File: src/rtl/spi_xfer_pkg.sv
// Shared definitions for the SPI slave transaction sequencer.
package spi_xfer_pkg;

  localparam int DEFAULT_WIDTH = 8;
  localparam int DEFAULT_CNT_W = 4;

  // Value of the R/W bit (LSB of the first byte) that selects a read.
  localparam logic RW_READ = 1'b1;

  typedef enum logic [3:0] {
    IDLE        = 4'd0,
    ADDR        = 4'd1,
    DECODE      = 4'd2,
    READ_FETCH  = 4'd3,
    READ_LOAD   = 4'd4,
    READ_SHIFT  = 4'd5,
    WRITE_SHIFT = 4'd6,
    WRITE_MEM   = 4'd7,
    DONE        = 4'd8
  } xferState_t;

endpackage

File: src/rtl/spi_xfer_controller_bit_counter.sv
// SCLK edge counter for one SPI byte; clear has priority over increment.
module spi_bit_counter #(
  parameter int WIDTH = 8,
  parameter int CNT_W = 4
) (
  input  logic             clk,
  input  logic             clr,
  input  logic             inc,
  output logic [CNT_W-1:0] count,
  output logic             terminal
);

  localparam logic [CNT_W-1:0] LAST = CNT_W'(WIDTH - 1);

  // Count accepted edge pulses; the owner clears on every state change so it never wraps.
  always_ff @(posedge clk) begin
    if (clr) begin
      count <= '0;
    end else if (inc) begin
      count <= count + 1'b1;
    end
  end

  assign terminal = (count == LAST) && inc;

endmodule

File: src/rtl/spi_xfer_controller.sv
// Slave-side SPI transaction sequencer: counts SCLK edges, decodes the
// address/RW byte and sequences address latch, memory access and MISO drive.
module spi_xfer_controller
  import spi_xfer_pkg::*;
#(
  parameter int WIDTH = DEFAULT_WIDTH,
  parameter int CNT_W = DEFAULT_CNT_W
) (
  input  logic clk,
  input  logic resetN,
  input  logic csN,
  input  logic sclkPosEdge,
  input  logic rwBit,
  output logic addrLatchEn,
  output logic srParallelLoad,
  output logic memWriteEn,
  output logic misoEnable,
  output logic busy,
  output logic overrun
);

  xferState_t       state;
  xferState_t       stateNext;
  logic [CNT_W-1:0] bitCount;
  logic             cntTerminal;
  logic             cntInc;
  logic             cntClr;
  logic             countingState;
  logic             singleCycleState;
  logic             overrunFlag;

  // A deasserted chip select wins over a coincident edge pulse.
  assign cntInc = countingState && sclkPosEdge && !csN;
  assign cntClr = !resetN || (stateNext != state);

  spi_bit_counter #(
    .WIDTH (WIDTH),
    .CNT_W (CNT_W)
  ) u_bitCounter (
    .clk      (clk),
    .clr      (cntClr),
    .inc      (cntInc),
    .count    (bitCount),
    .terminal (cntTerminal)
  );

  // State register with synchronous active-low reset.
  always_ff @(posedge clk) begin
    if (!resetN) begin
      state <= IDLE;
    end else begin
      state <= stateNext;
    end
  end

  // Next-state logic and Moore output decode from the registered state.
  always_comb begin
    stateNext        = state;
    countingState    = 1'b0;
    singleCycleState = 1'b0;
    addrLatchEn      = 1'b0;
    srParallelLoad   = 1'b0;
    memWriteEn       = 1'b0;
    misoEnable       = 1'b0;
    busy             = (state != IDLE);

    unique case (state)
      IDLE: begin
        if (!csN) stateNext = ADDR;
      end
      ADDR: begin
        countingState = 1'b1;
        if (cntTerminal) stateNext = DECODE;
      end
      DECODE: begin
        singleCycleState = 1'b1;
        addrLatchEn      = 1'b1;
        stateNext        = (rwBit == RW_READ) ? READ_FETCH : WRITE_SHIFT;
      end
      READ_FETCH: begin
        singleCycleState = 1'b1;
        stateNext        = READ_LOAD;
      end
      READ_LOAD: begin
        singleCycleState = 1'b1;
        srParallelLoad   = 1'b1;
        stateNext        = READ_SHIFT;
      end
      READ_SHIFT: begin
        countingState = 1'b1;
        misoEnable    = 1'b1;
        if (cntTerminal) stateNext = DONE;
      end
      WRITE_SHIFT: begin
        countingState = 1'b1;
        if (cntTerminal) stateNext = WRITE_MEM;
      end
      WRITE_MEM: begin
        singleCycleState = 1'b1;
        memWriteEn       = 1'b1;
        stateNext        = DONE;
      end
      DONE: begin
        stateNext = DONE;
      end
      default: begin
        stateNext = IDLE;
      end
    endcase

    // Chip select released aborts any transaction in flight.
    if (state != IDLE && csN) stateNext = IDLE;
  end

  // Sticky overrun: edge pulse seen in a single-cycle state; cleared on a new transaction.
  always_ff @(posedge clk) begin
    if (!resetN) begin
      overrunFlag <= 1'b0;
    end else if (state == IDLE && !csN) begin
      overrunFlag <= 1'b0;
    end else if (singleCycleState && sclkPosEdge && !csN) begin
      overrunFlag <= 1'b1;
    end
  end

  assign overrun = overrunFlag;

endmodule

File: config.mk
export PLATFORM = sky130hd
export DESIGN_NAME = spi_xfer_controller
export DESIGN_NICKNAME = d
export VERILOG_FILES = /design/src/rtl/spi_xfer_pkg.sv /design/src/rtl/spi_xfer_controller_bit_counter.sv /design/src/rtl/spi_xfer_controller.sv
export SDC_FILE = /design/constraint.sdc
export NUM_CORES = 1
export LEC_CHECK = 0
export ABC_AREA = 1
export BUFFER_PORTS_ARGS = -buffer_cell sky130_fd_sc_hd__buf_2
export CORE_AREA = 2 2 39 41
export CTS_BUF_LIST = sky130_fd_sc_hd__clkbuf_4
export DETAILED_ROUTE_END_ITERATION = 7
export DIE_AREA = 0 0 41 43
export PLACE_DENSITY = 0.7
export SYNTH_ARGS = -nofsm -noshare
export SYNTH_HDL_FRONTEND = slang
export SYNTH_HIERARCHICAL = 1
export SYNTH_SLANG_ARGS = --single-unit
File: constraint.sdc
create_clock -name clk -period 3 [get_ports clk]
set_input_delay 0.6 -clock clk [delete_from_list [all_inputs] [get_ports clk]]
set_output_delay 0.6 -clock clk [all_outputs]
set_load 0.02 [all_outputs]
# After elaboration in Yosys (flattened, before gate mapping)
# Index checks and enable logic that the tools add are counted.
# Widths: inputs -> output; s select.
# op_classes
n_addsub,1
n_eq_ne,10
n_mux,13
n_bitwise,1
reduce_logical,16
# ops
operator,count
$pmux 4 s8,1
$eq 4x3->1 const B,5
$mux 4,5
$eq 4x2->1 const B,2
$logic_and 1x1->1,7
$mux 1,6
$add 4x1->4 const B,1
$eq 4x1->1 const B,1
$eq 4x4->1 const B,1
$logic_not 4->1,1
$ne 4x4->1,1
$reduce_bool 4->1,1
$reduce_or 2->1,2
$reduce_or 4->1,1
$mux 3,1
$reduce_or 3->1,1
$logic_not 1->1,2
$logic_or 1x1->1,1
$not 1->1,1
# word_totals
reg_bits,9
inputBits,5
out_inout_bits,6
word_cells,44

# Longest topological paths before layout
# Gate-level depths: netlist of the first run.
# logic_depth
ltp_word,11
ltp_mapped,19
mapped_depth_nobuf,19

# Hierarchy
# Netlist of the first run, hierarchy kept.
# by_module_without_submodules
mod,n_inst,cells_each,area_each_um2,seq_area_each_um2
spi_xfer_controller,1,87,464.2,100.1
spi_bit_counter,1,24,173.9,80.1

# Worst setup path after synthesis of the first run
# Ideal clock, no wire load.
# synth_path
kind,input to register
from,in sclkPosEdge
to,reg u_bitCounter.count[1]
setup_ns,0.070
arrival_ns,2.271
required_time_ns,2.930
setup_slack_ns,0.659
path_stages,18
path_buffers,0
cell_sequence,inv_1 > nor2_1 > nand2_1 > a21oi_1 > nand3_1 > nor2_1 > inv_1 > nand2_1 > nand2_1 > nand2_1 > nand2_1 > o21ai_2 > nand2_1 > nand2_1 > nand3_1 > inv_1 > o21ai_0 > a21oi_1
# synth_via
elab_chain_cells,8
elab_cells_between_ends,10
classes_between,1 x eq/ne; 5 x mux; 4 x reduce/logical
# synth_rtl
item,line,text
start: declaration,spi_xfer_controller.sv:12,"input logic sclkPosEdge,"
$logic_and 1x1->1 (*) (2 in a row),spi_xfer_controller.sv:33,assign cntInc = countingState && sclkPosEdge && !csN;
net cntInc,spi_xfer_controller.sv:26,logic cntInc;
$logic_and 1x1->1 (*),spi_xfer_controller_bit_counter.sv:24,assign terminal = (count == LAST) && inc;
net cntTerminal,spi_xfer_controller.sv:25,logic cntTerminal;
$mux 4 (on tied branches),"spi_xfer_controller.sv:96, spi_xfer_controller.sv:73, spi_xfer_controller.sv:92",
$pmux 4 s8 (*),spi_xfer_controller.sv:67,unique case (state)
$mux 4 (*),spi_xfer_controller.sv:112,if (state != IDLE && csN) stateNext = IDLE;
$ne 4x4->1 (*),spi_xfer_controller.sv:34,assign cntClr = !resetN || (stateNext != state);
$logic_or 1x1->1 (*),spi_xfer_controller.sv:34,
net cntClr,spi_xfer_controller.sv:27,logic cntClr;
end signal: assignment,spi_xfer_controller_bit_counter.sv:20,count <= count + 1'b1;
end: declaration,spi_xfer_controller_bit_counter.sv:9,"output logic [CNT_W-1:0] count,"
# The timed path passes the listed nets; every way through them passes the cells marked *.
# A chain may end at the register's enable or synchronous reset.

# Final worst setup path of the first run
# layout_path
from,reg state[1]
to,reg u_bitCounter.count[1]
# layout_via
elab_chain_cells,11
elab_cells_between_ends,25
classes_between,9 x eq/ne; 7 x mux; 9 x reduce/logical
# layout_rtl
item,line,text
start: declaration,spi_xfer_controller.sv:22,xferState_t state;
start signal: assignment,spi_xfer_controller.sv:52,state <= stateNext;
$eq 4x3->1 / $eq 4x1->1 (equally long branches),spi_xfer_controller.sv:67,
$reduce_or 3->1 (no line) (*),n/a,
$mux 1 (*),spi_xfer_controller.sv:67,
$logic_and 1x1->1 (*) (2 in a row),spi_xfer_controller.sv:33,
net cntInc,spi_xfer_controller.sv:26,
$logic_and 1x1->1 (*),spi_xfer_controller_bit_counter.sv:24,
net cntTerminal,spi_xfer_controller.sv:25,
$mux 4 (on tied branches),"spi_xfer_controller.sv:96, spi_xfer_controller.sv:73, spi_xfer_controller.sv:92",
$pmux 4 s8 (*),spi_xfer_controller.sv:67,
$mux 4 (*),spi_xfer_controller.sv:112,
$ne 4x4->1 (*),spi_xfer_controller.sv:34,
$logic_or 1x1->1 (*),spi_xfer_controller.sv:34,
net cntClr,spi_xfer_controller.sv:27,
# Marks and branches as above.

==> impl_metrics.ini, run 1 <==
[status]
status = completed

[yosys]
syn_area_sq_um = 638
yosys_register_bits = 9
syn_area_per_cell_sq_um = 5.75
yosysUniqueCellTypes = 16
ys_warn_count = 6
syn_nets = 117
synthCells = 111
ys_seq_area_share_pct = 28.2

[clock_tree]
htreeDepth = 1
root_buffer = clkbuf_4
cts_tree = yes
clkSinkCount = 9
cts_setup_buffers = 0
ctsHoldBuffers = 0
clkTransAtPathRegs_ns = 0.06
clockBufferDepth = 2
cts_made_buffers = 3
clk_latency_ns = 0.26
cts.repair.resized = 0

[critical_path]
worstPathMaxFanout = 6
required_ns = 3.18
worst_path_largest_cell_delay_ns = 0.49
crit_buf_inv = 3
cp.depth = 18
path_cells = inv_2, nor2_2, nand2_1, a21oi_1, nand3_1, nor2_1, inv_1, nand2_1, nand2_1, nand2_1, nand2_1, o21ai_2, nand2_1, nand2_1, nand3_1, inv_1, o21ai_0, a21oi_1
critical-path-top-delay-family = simple AND/OR/NAND/NOR gates
rr_worst_depth = 18
end_kind = flop
worst-setup-path-type = flop to flop
path_common_cell = nand2_1
crit_arrival_ns = 2.67
cp_slowest_cell = dfxtp_1
cp-start-kind = flop

[hold_path]
holdPathStages = 2
hp-class = flop to flop

[placed_design]
hpwl_mm = 1.15
dpl-instance-area_sq_um = 716
place_congestion = 0.785
portBuffers = 10

[power]
powerDensity_nw_per_um2 = 356
cellLeakagePower_nw = 0.395
ir_worst_vdd_v = 0.000259

[sta]
post-route-period-util_pct = 82.9
setup_viol = 0
final_max_slew_viol_count = 0
layout_min_cycle_time_ns = 2.49
worst_pin_slew_ns = 0.305
fin_setup_tns_ns = 0
relSlewSlack_pct = 79.6
clock_skew_ns = 0.00647
hold_violations = 0
rsz0062_at_grt = no
fmax_mhz = 402

[layout]
drive_above_1_share_pct = 25.4
area_growth_pct = 16.9
fin_util_pct = 53.9
num_antenna_cells = 0
nNetsFinal = 133
finish.instance_area_sq_um = 746

[floorplanning]
fp-row-count = 14
fp.coreArea_sq_um = 1380
ios = 11
dieHeight_microns = 43
die_w_microns = 41
start_util_pct = 46.1
dieArea_sq_um = 1760

[drt]
routed_wl_mm = 1.44
vias_per_cell = 4.82
wl_met2_microns = 700
drt_iter0_markers = 16
routedLengthMet1_microns = 691
drc = 0
vias = 684
wl_met3_microns = 28
topRoutingLayerUsed = met4
dr.pass1.iters = 6
wl_per_cell_microns = 10.1
ant_nets = 0

[global_route]
gr-usage-all-layers_pct = 19.5
grt_first_pass_wirelength_mm = 2.28
grt_max_degree = 9
grt-ovfl-total = 0
grt_pass1_vias = 553
antenna_found_initial = 0

[run]
drv_cap = 0
==> layout make-up <==
class	count	area [sq um]
clock buffer	4	30.0
fill	143	638
inverter	13	48.8
multi-input combinational	89	409
sequential	9	180
tap	16	20.0
timing repair buffer	11	57.6
==> cells by family after synthesis <==
kind of cell             Yosys count  synth area share (%)
AO/OA/AOI/OAI                      8                  6.86
buffers and inverters             13                  7.65
AND/OR/NAND/NOR                   80                  55.3
flip-flops                         9                  28.2
adder cells (fa/ha/maj)            1                  1.96
==> power by group <==
group	leakage, nW	internal, mW	switching, mW
Clock	0.0184	0.0602	0.0410
Sequential	0.0728	0.121	0.00379
Combinational	0.304	0.0142	0.0251
==> final timing paths <==
path | start | to | slack [ns]
worst min register to register | overrun | overrun | 0.46
worst min-delay path | overrun | overrun | 0.46
worst max-delay path | state[1] | u_bitCounter/count[1] | 0.51
worst max register to register | state[1] | u_bitCounter/count[1] | 0.51
==> cells in the mapped netlist (all sizes together) <==
cell / number / area, sq um
a21oi: 5 / 25.0
dfxtp: 9 / 180
ha: 1 / 12.5
inv: 13 / 48.8
nand2: 43 / 174
nand3: 9 / 45.0
nand3b: 1 / 7.51
nand4: 1 / 6.26
nor2: 26 / 120
o21ai: 3 / 18.8
==> metal layers <==
layer / vias up / global-route usage [%]
met5: - / 0
met4: 0 / 8.00
met3: 2 / 4.71
met2: 6 / 30.0
met1: 299 / 25.0
li1: 377 / -
==> worst reg2reg max path, stage by stage (launching register included) <==
cell     delay, ns
dfxtp_1       0.49
inv_2         0.11
nor2_2        0.14
nand2_1       0.07
a21oi_1       0.18
nand3_1       0.12
nor2_1        0.25
inv_1         0.09
nand2_1       0.09
nand2_1       0.06
nand2_1       0.07
nand2_1       0.06
o21ai_2       0.14
nand2_1       0.07
nand2_1       0.07
nand3_1       0.07
inv_1         0.11
o21ai_0       0.10
a21oi_1       0.11
==> metrics by stage <==
step	setup WS [ns]	hold WS (ns)	instances	total power [mW]
after global placement	0.502	0.444	138	0.166
after global routing	0.254	0.513	142	0.282
after floorplan	0.659	0.475	111	0.155
after CTS	0.550	0.470	142	0.269
after detailed placement	0.425	0.454	138	0.167
final	0.514	0.463	142	0.266
==> layout by cell type (no fill, tap or decap) <==
cell,Yosys,final
a21oi_1,5,5
buf_2,0,10
buf_4,0,1
clkbuf_4,0,4
dfxtp_1,9,9
ha_1,1,1
inv_1,9,9
inv_2,4,4
nand2_1,38,38
nand2_2,5,5
nand3_1,9,9
nand3b_1,1,1
nand4_1,1,1
nor2_1,19,19
nor2_2,6,6
nor2_4,1,1
o21ai_0,1,1
o21ai_1,1,1
o21ai_2,1,1
==> sequential cells by signal (all words and copies together), names as in the netlist <==
name                cells
state                   4
u_bitCounter/count      4
overrun                 1
Note: power is estimated with default switching activity, not from simulation.
==> run 2: changes to the inputs <==
==> constraint.sdc (replaced) <==
create_clock -name clk -period 2.46 [get_ports clk]
set_input_delay 0.492 -clock clk [delete_from_list [all_inputs] [get_ports clk]]
set_output_delay 0.492 -clock clk [all_outputs]
set_load 0.02 [all_outputs]
==> run 2 against run 1 <==
Critical path depth unchanged; sequential share of layout area decreased by 0.19 points; cell area rose by 1.5%; sequential power grew 22%; power grew 20%; hold slack improved by 0.020 ns; critical endpoint unchanged.
==> impl_metrics.ini, run 2 (synthesized netlist as in run 1, its figures left out) <==
[status]
status = completed

[sta]
layout_min_cycle_time_ns = 2.20
post-route-period-util_pct = 89.4
final_max_slew_viol_count = 0
setup_viol = 0
clock_skew_ns = 0.00459
hold_violations = 0
fin_setup_tns_ns = 0
rsz0062_at_grt = no
fmax_mhz = 455
relSlewSlack_pct = 80.4
worst_pin_slew_ns = 0.293

[critical_path]
required_ns = 2.64
worst-setup-path-type = flop to flop
reg2reg_from = state[1]
rr_worst_depth = 18
crit_arrival_ns = 2.38
end_kind = flop
path_cells = inv_2, nor2_2, nand2_1, a21oi_1, nand3_1, nor2_2, inv_1, nand2_1, nand2_1, nand2_1, nand2_1, o21ai_2, nand2_1, nand2_1, nand3_1, inv_1, o21ai_0, a21oi_1
critical-path-top-delay-family = simple AND/OR/NAND/NOR gates
crit_buf_inv = 3
worst_path_largest_cell_delay_ns = 0.40
crit_end = u_bitCounter/count[1]
crit_start = state[1]
cp_slowest_cell = dfxtp_2
cp.depth = 18
path_common_cell = nand2_1
r2r-end = u_bitCounter/count[1]
cp-start-kind = flop
worstPathMaxFanout = 6
reg2reg_slack_ns = 0.26

[power]
cellLeakagePower_nw = 0.401
powerDensity_nw_per_um2 = 421
ir_worst_vdd_v = 0.000256

[clock_tree]
cts_made_buffers = 3
ctsHoldBuffers = 0
root_buffer = clkbuf_4
clockBufferDepth = 2
clkSinkCount = 9
cts_tree = yes
clk_latency_ns = 0.25
clkTransAtPathRegs_ns = 0.06
htreeDepth = 1

[layout]
drive_above_1_share_pct = 27.6
nNetsFinal = 134
multi_input_area_sq_um = 412
layout.cells.most_common = nand2_1
num_antenna_cells = 0
layout_common_cells = nand2_1, nor2_1, buf_2
stdcell_count = 143
regArea_sq_um = 181
area_growth_pct = 18.6
fillCellCount = 154

[global_route]
grt-ovfl-total = 0
grt_max_degree = 9
antenna_found_initial = 0
grt_first_pass_wirelength_mm = 2.32
gr-usage-all-layers_pct = 18.9
grt_pass1_vias = 613

[drt]
vias = 691
wl_per_cell_microns = 9.64
drc = 0
drt_iter0_markers = 4
routed_wl_mm = 1.38
ant_nets = 0
dr.pass1.iters = 4
vias_per_cell = 4.83

[floorplanning]
fp-row-count = 14
ios = 11
die_w_microns = 41
dieArea_sq_um = 1760
dieHeight_microns = 43
start_util_pct = 46.1
fp.coreArea_sq_um = 1380

[run]
drv_cap = 0

[placed_design]
hpwl_mm = 1.17
place_congestion = 0.798
dp_cells = 139
portBuffers = 10

[hold_path]
hp-class = flop to flop
holdPathStages = 2
-- run 2: changes by cell type in the layout (fill, tap and decap cells not counted), sizes merged --
cell	delta
buf	+1
-- run 2: repair_timing --
action,4_1_cts,5_1_grt
setup buffers,0,0
setup endpoints to repair,0,4
gates resized for setup,0,2
hold endpoints to repair,0,0
-- run 2: how the worst min path moves through the flow --
stage,endpoint,slack [ns],startpoint
after floorplan,u_bitCounter/count[2],0.47,u_bitCounter/count[2]
after global placement,overrun,0.45,overrun
after detailed placement,overrun,0.47,overrun
after CTS,overrun,0.48,overrun
after global routing,overrun,0.53,resetN
final,overrun,0.48,overrun
-- run 2: metal layers --
metal	track usage (%)	share of wire, %	up-vias
met5	0	0	-
met4	10.0	1.1	0
met3	1.57	1.6	2
met2	32.2	50	6
met1	21.5	47	306
li1	-	-	377
-- run 2: report_power, final --
part,switching [mW],leakage [nW],internal [mW]
logic,0.0298,0.309,0.0173
registers,0.00454,0.0733,0.148
clock network,0.0459,0.0184,0.0732
total,0.0802,0.401,0.239
-- run 2: area by class of cell --
class                      instances  share of cell area, %
clock buffer                       4                   3.97
inverter                          13                   6.45
multi-input combinational         89                   54.4
sequential                         9                   24.0
tap                               16                   2.64
timing repair buffer              12                   8.60
-- run 2: through the flow --
| step | setup slack [ns] | hold WS [ns] | utilization [%] | cell area, sq um | power [mW] |
|---|---|---|---|---|---|
| after floorplan | 0.227 | 0.475 | - | 638 | 0.189 |
| after global placement | 0.142 | 0.455 | 52.3 | 723 | 0.202 |
| after detailed placement | 0.115 | 0.468 | 52.3 | 723 | 0.203 |
| after CTS | 0.138 | 0.482 | 54.4 | 753 | 0.321 |
| after global routing | 0.0276 | 0.532 | 54.7 | 757 | 0.332 |
| final | 0.260 | 0.483 | 54.7 | 757 | 0.319 |
-- run 2: worst reg2reg max path: stages, from the launching register on --
cell,delay (ns)
dfxtp_2,0.40
inv_2,0.09
nor2_2,0.14
nand2_1,0.07
a21oi_1,0.18
nand3_1,0.14
nor2_2,0.13
inv_1,0.06
nand2_1,0.08
nand2_1,0.05
nand2_1,0.07
nand2_1,0.07
o21ai_2,0.14
nand2_1,0.06
nand2_1,0.06
nand3_1,0.07
inv_1,0.11
o21ai_0,0.10
a21oi_1,0.11
==> run 3: changes to the inputs <==
--- a/config.mk
+++ b/config.mk
@@ -14,5 +14,4 @@
 export PLACE_DENSITY = 0.7
 export SYNTH_ARGS = -nofsm -noshare
 export SYNTH_HDL_FRONTEND = slang
-export SYNTH_HIERARCHICAL = 1
 export SYNTH_SLANG_ARGS = --single-unit
==> run 3 against run 2 <==
Die area stayed put; register-to-register slack better by 0.56 ns; clock power hardly changed; hold slack worse by 0.0057 ns; via count is 5.2% lower; critical path depth is 13 lower; sequential power hardly changed; clock skew is 0.0042 ns lower; critical path type is now flop to primary output; critical endpoint is now busy; largest power group unchanged.
==> impl_metrics.ini, run 3 <==
[drt]
wl_per_cell_microns = 9.00
vias = 655
dr.pass1.iters = 4
drt_iter0_markers = 18
routed_wl_mm = 1.23
drc = 0
vias_per_cell = 4.78
ant_nets = 0

[global_route]
grt-ovfl-total = 0
antenna_found_initial = 0
gr-usage-met1_pct = 24.4
grtUsageMet3_pct = 1.57
grt.met2_usage_pct = 22.5
grt_max_degree = 10
grt_first_pass_wirelength_mm = 2.04
gr-usage-all-layers_pct = 16.6
grt_pass1_vias = 541
busiest_layer = met1

[layout]
area_growth_pct = 13.8
num_antenna_cells = 0
multi_input_area_sq_um = 390
layout.cells.most_common = nand2_1
regArea_sq_um = 180
fillCellCount = 148
nNetsFinal = 128
layout_common_cells = nand2_1, nor2_1, inv_1
drive_above_1_share_pct = 20.7
finish.instance_area_sq_um = 734

[critical_path]
reg2reg_from = u_bitCounter.count[0]
worstPathMaxFanout = 9
required_ns = 1.97
end_kind = primary output
crit_start = state[0]
cp-start-kind = flop
crit_arrival_ns = 1.28
worst-setup-path-type = flop to primary output

[clock_tree]
cts_setup_buffers = 0
clkTransAtPathRegs_ns = 0.05
clk_latency_ns = 0.25
root_buffer = clkbuf_4
ctsHoldBuffers = 0
cts.repair.resized = 0
clkSinkCount = 9
htreeDepth = 1
clockBufferDepth = 2
cts_tree = yes
cts_made_buffers = 3

[sta]
clock_skew_ns = 0.000359
worst_pin_slew_ns = 0.375
layout_min_cycle_time_ns = 1.77
rsz0062_at_grt = no
hold_violations = 0
hold_ws_ns = 0.477
fin_setup_tns_ns = 0
setup_viol = 0
final_max_slew_viol_count = 0
relSlewSlack_pct = 75.0
post-route-period-util_pct = 71.9
fmax_mhz = 566

[placed_design]
hpwl_mm = 1.04
dpl-instance-area_sq_um = 704
portBuffers = 10
place_congestion = 0.843

[yosys]
synthCells = 108
async_reset_ff_share_pct = 0
yosys.area.top_type_share_pct = 27.9
ys_seq_area_share_pct = 27.9
yosys_register_bits = 9
synthFlopType = dfxtp_1
syn_nets = 114
syn_area_sq_um = 646
synth_commonest_cells = nand2_1, nor2_1, inv_1, dfxtp_1, nand3_1
synth-edff-count = 0
syn_area_per_cell_sq_um = 5.98
synth_top_area_cell = dfxtp_1
yosysMostFrequentCell = nand2_1
ys_top_cells_by_area = dfxtp_1, nand2_1, nor2_1
ys_warn_count = 0
yosysUniqueCellTypes = 19

[floorplanning]
fp-row-count = 14
start_util_pct = 46.7
dieArea_sq_um = 1760
die_w_microns = 41
dieHeight_microns = 43
ios = 11
fp.coreArea_sq_um = 1380

[power]
ir_worst_vdd_v = 0.000274
cellLeakagePower_nw = 0.396
powerDensity_nw_per_um2 = 432

[status]
status = completed

[hold_path]
hp-class = flop to flop
worstHoldStart = overrun

[run]
drv_cap = 0
## run 3: cell types whose count changed in the layout (fill, tap and decap cells not counted), moves of 3 or more
cell	delta
nand2_2	-3
nor2_1	+5
xor2_1	+3
inv_1	+4
nand2_1	-11
nor2_2	-4
## run 3: final cells by class
class / count / area share, %
sequential: 9 / 24.5
inverter: 17 / 8.69
tap: 16 / 2.73
timing repair buffer: 10 / 6.81
multi-input combinational: 81 / 53.2
clock buffer: 4 / 4.09
## run 3: where the power goes
part	switching [mW]	internal [mW]	total, mW
clock network	0.0442	0.0730	0.117
registers	0.00536	0.148	0.153
logic	0.0301	0.0167	0.0468
## run 3: cell families (layout without fill, tap and decap cells)
logic type / after synthesis / in the layout / share of synthesized area [%]
simple gates: 69 / 69 / 47.3
mux: 1 / 1 / 1.55
buf+inv: 18 / 31 / 11.6
fa+ha+maj: 1 / 1 / 1.94
xor+xnor: 3 / 3 / 4.07
flops: 9 / 9 / 27.9
compound gates: 7 / 7 / 5.62
## run 3: through the flow
stage | setup slack [ns] | utilization, % | total power, mW | cells
2_1_floorplan | 0.995 | - | 0.195 | 108
3_3_place_gp | 0.752 | 50.9 | 0.203 | 133
3_5_place_dp | 0.711 | 50.9 | 0.203 | 133
4_1_cts | 0.685 | 53.1 | 0.324 | 137
5_1_grt | 0.585 | 53.1 | 0.338 | 137
6_report | 0.692 | 53.1 | 0.317 | 137
## run 3: critical path, stage by stage, from the launching register on
cell and delay [ns]:
dfxtp_1 0.42, nor2_2 0.20, inv_2 0.05, nor2_2 0.15
inv_1 0.05, buf_2 0.15
## run 3: path summary, 6_finish.rpt
kind	end	slack (ns)	cells after the start
hold reg to reg	overrun	0.48	2
setup reg to reg	u_bitCounter.count[0]	0.82	11
setup / recovery	busy	0.69	5
hold / removal	overrun	0.48	2
## run 3: per-layer routing
| layer | up-vias | part of all wire, % | routed length, microns |
|---|---|---|---|
| met5 | - | 0 | 0 |
| met4 | 0 | 0.73 | 9 |
| met3 | 2 | 4.1 | 50 |
| met2 | 15 | 44 | 537 |
| met1 | 273 | 52 | 636 |
| li1 | 365 | - | - |
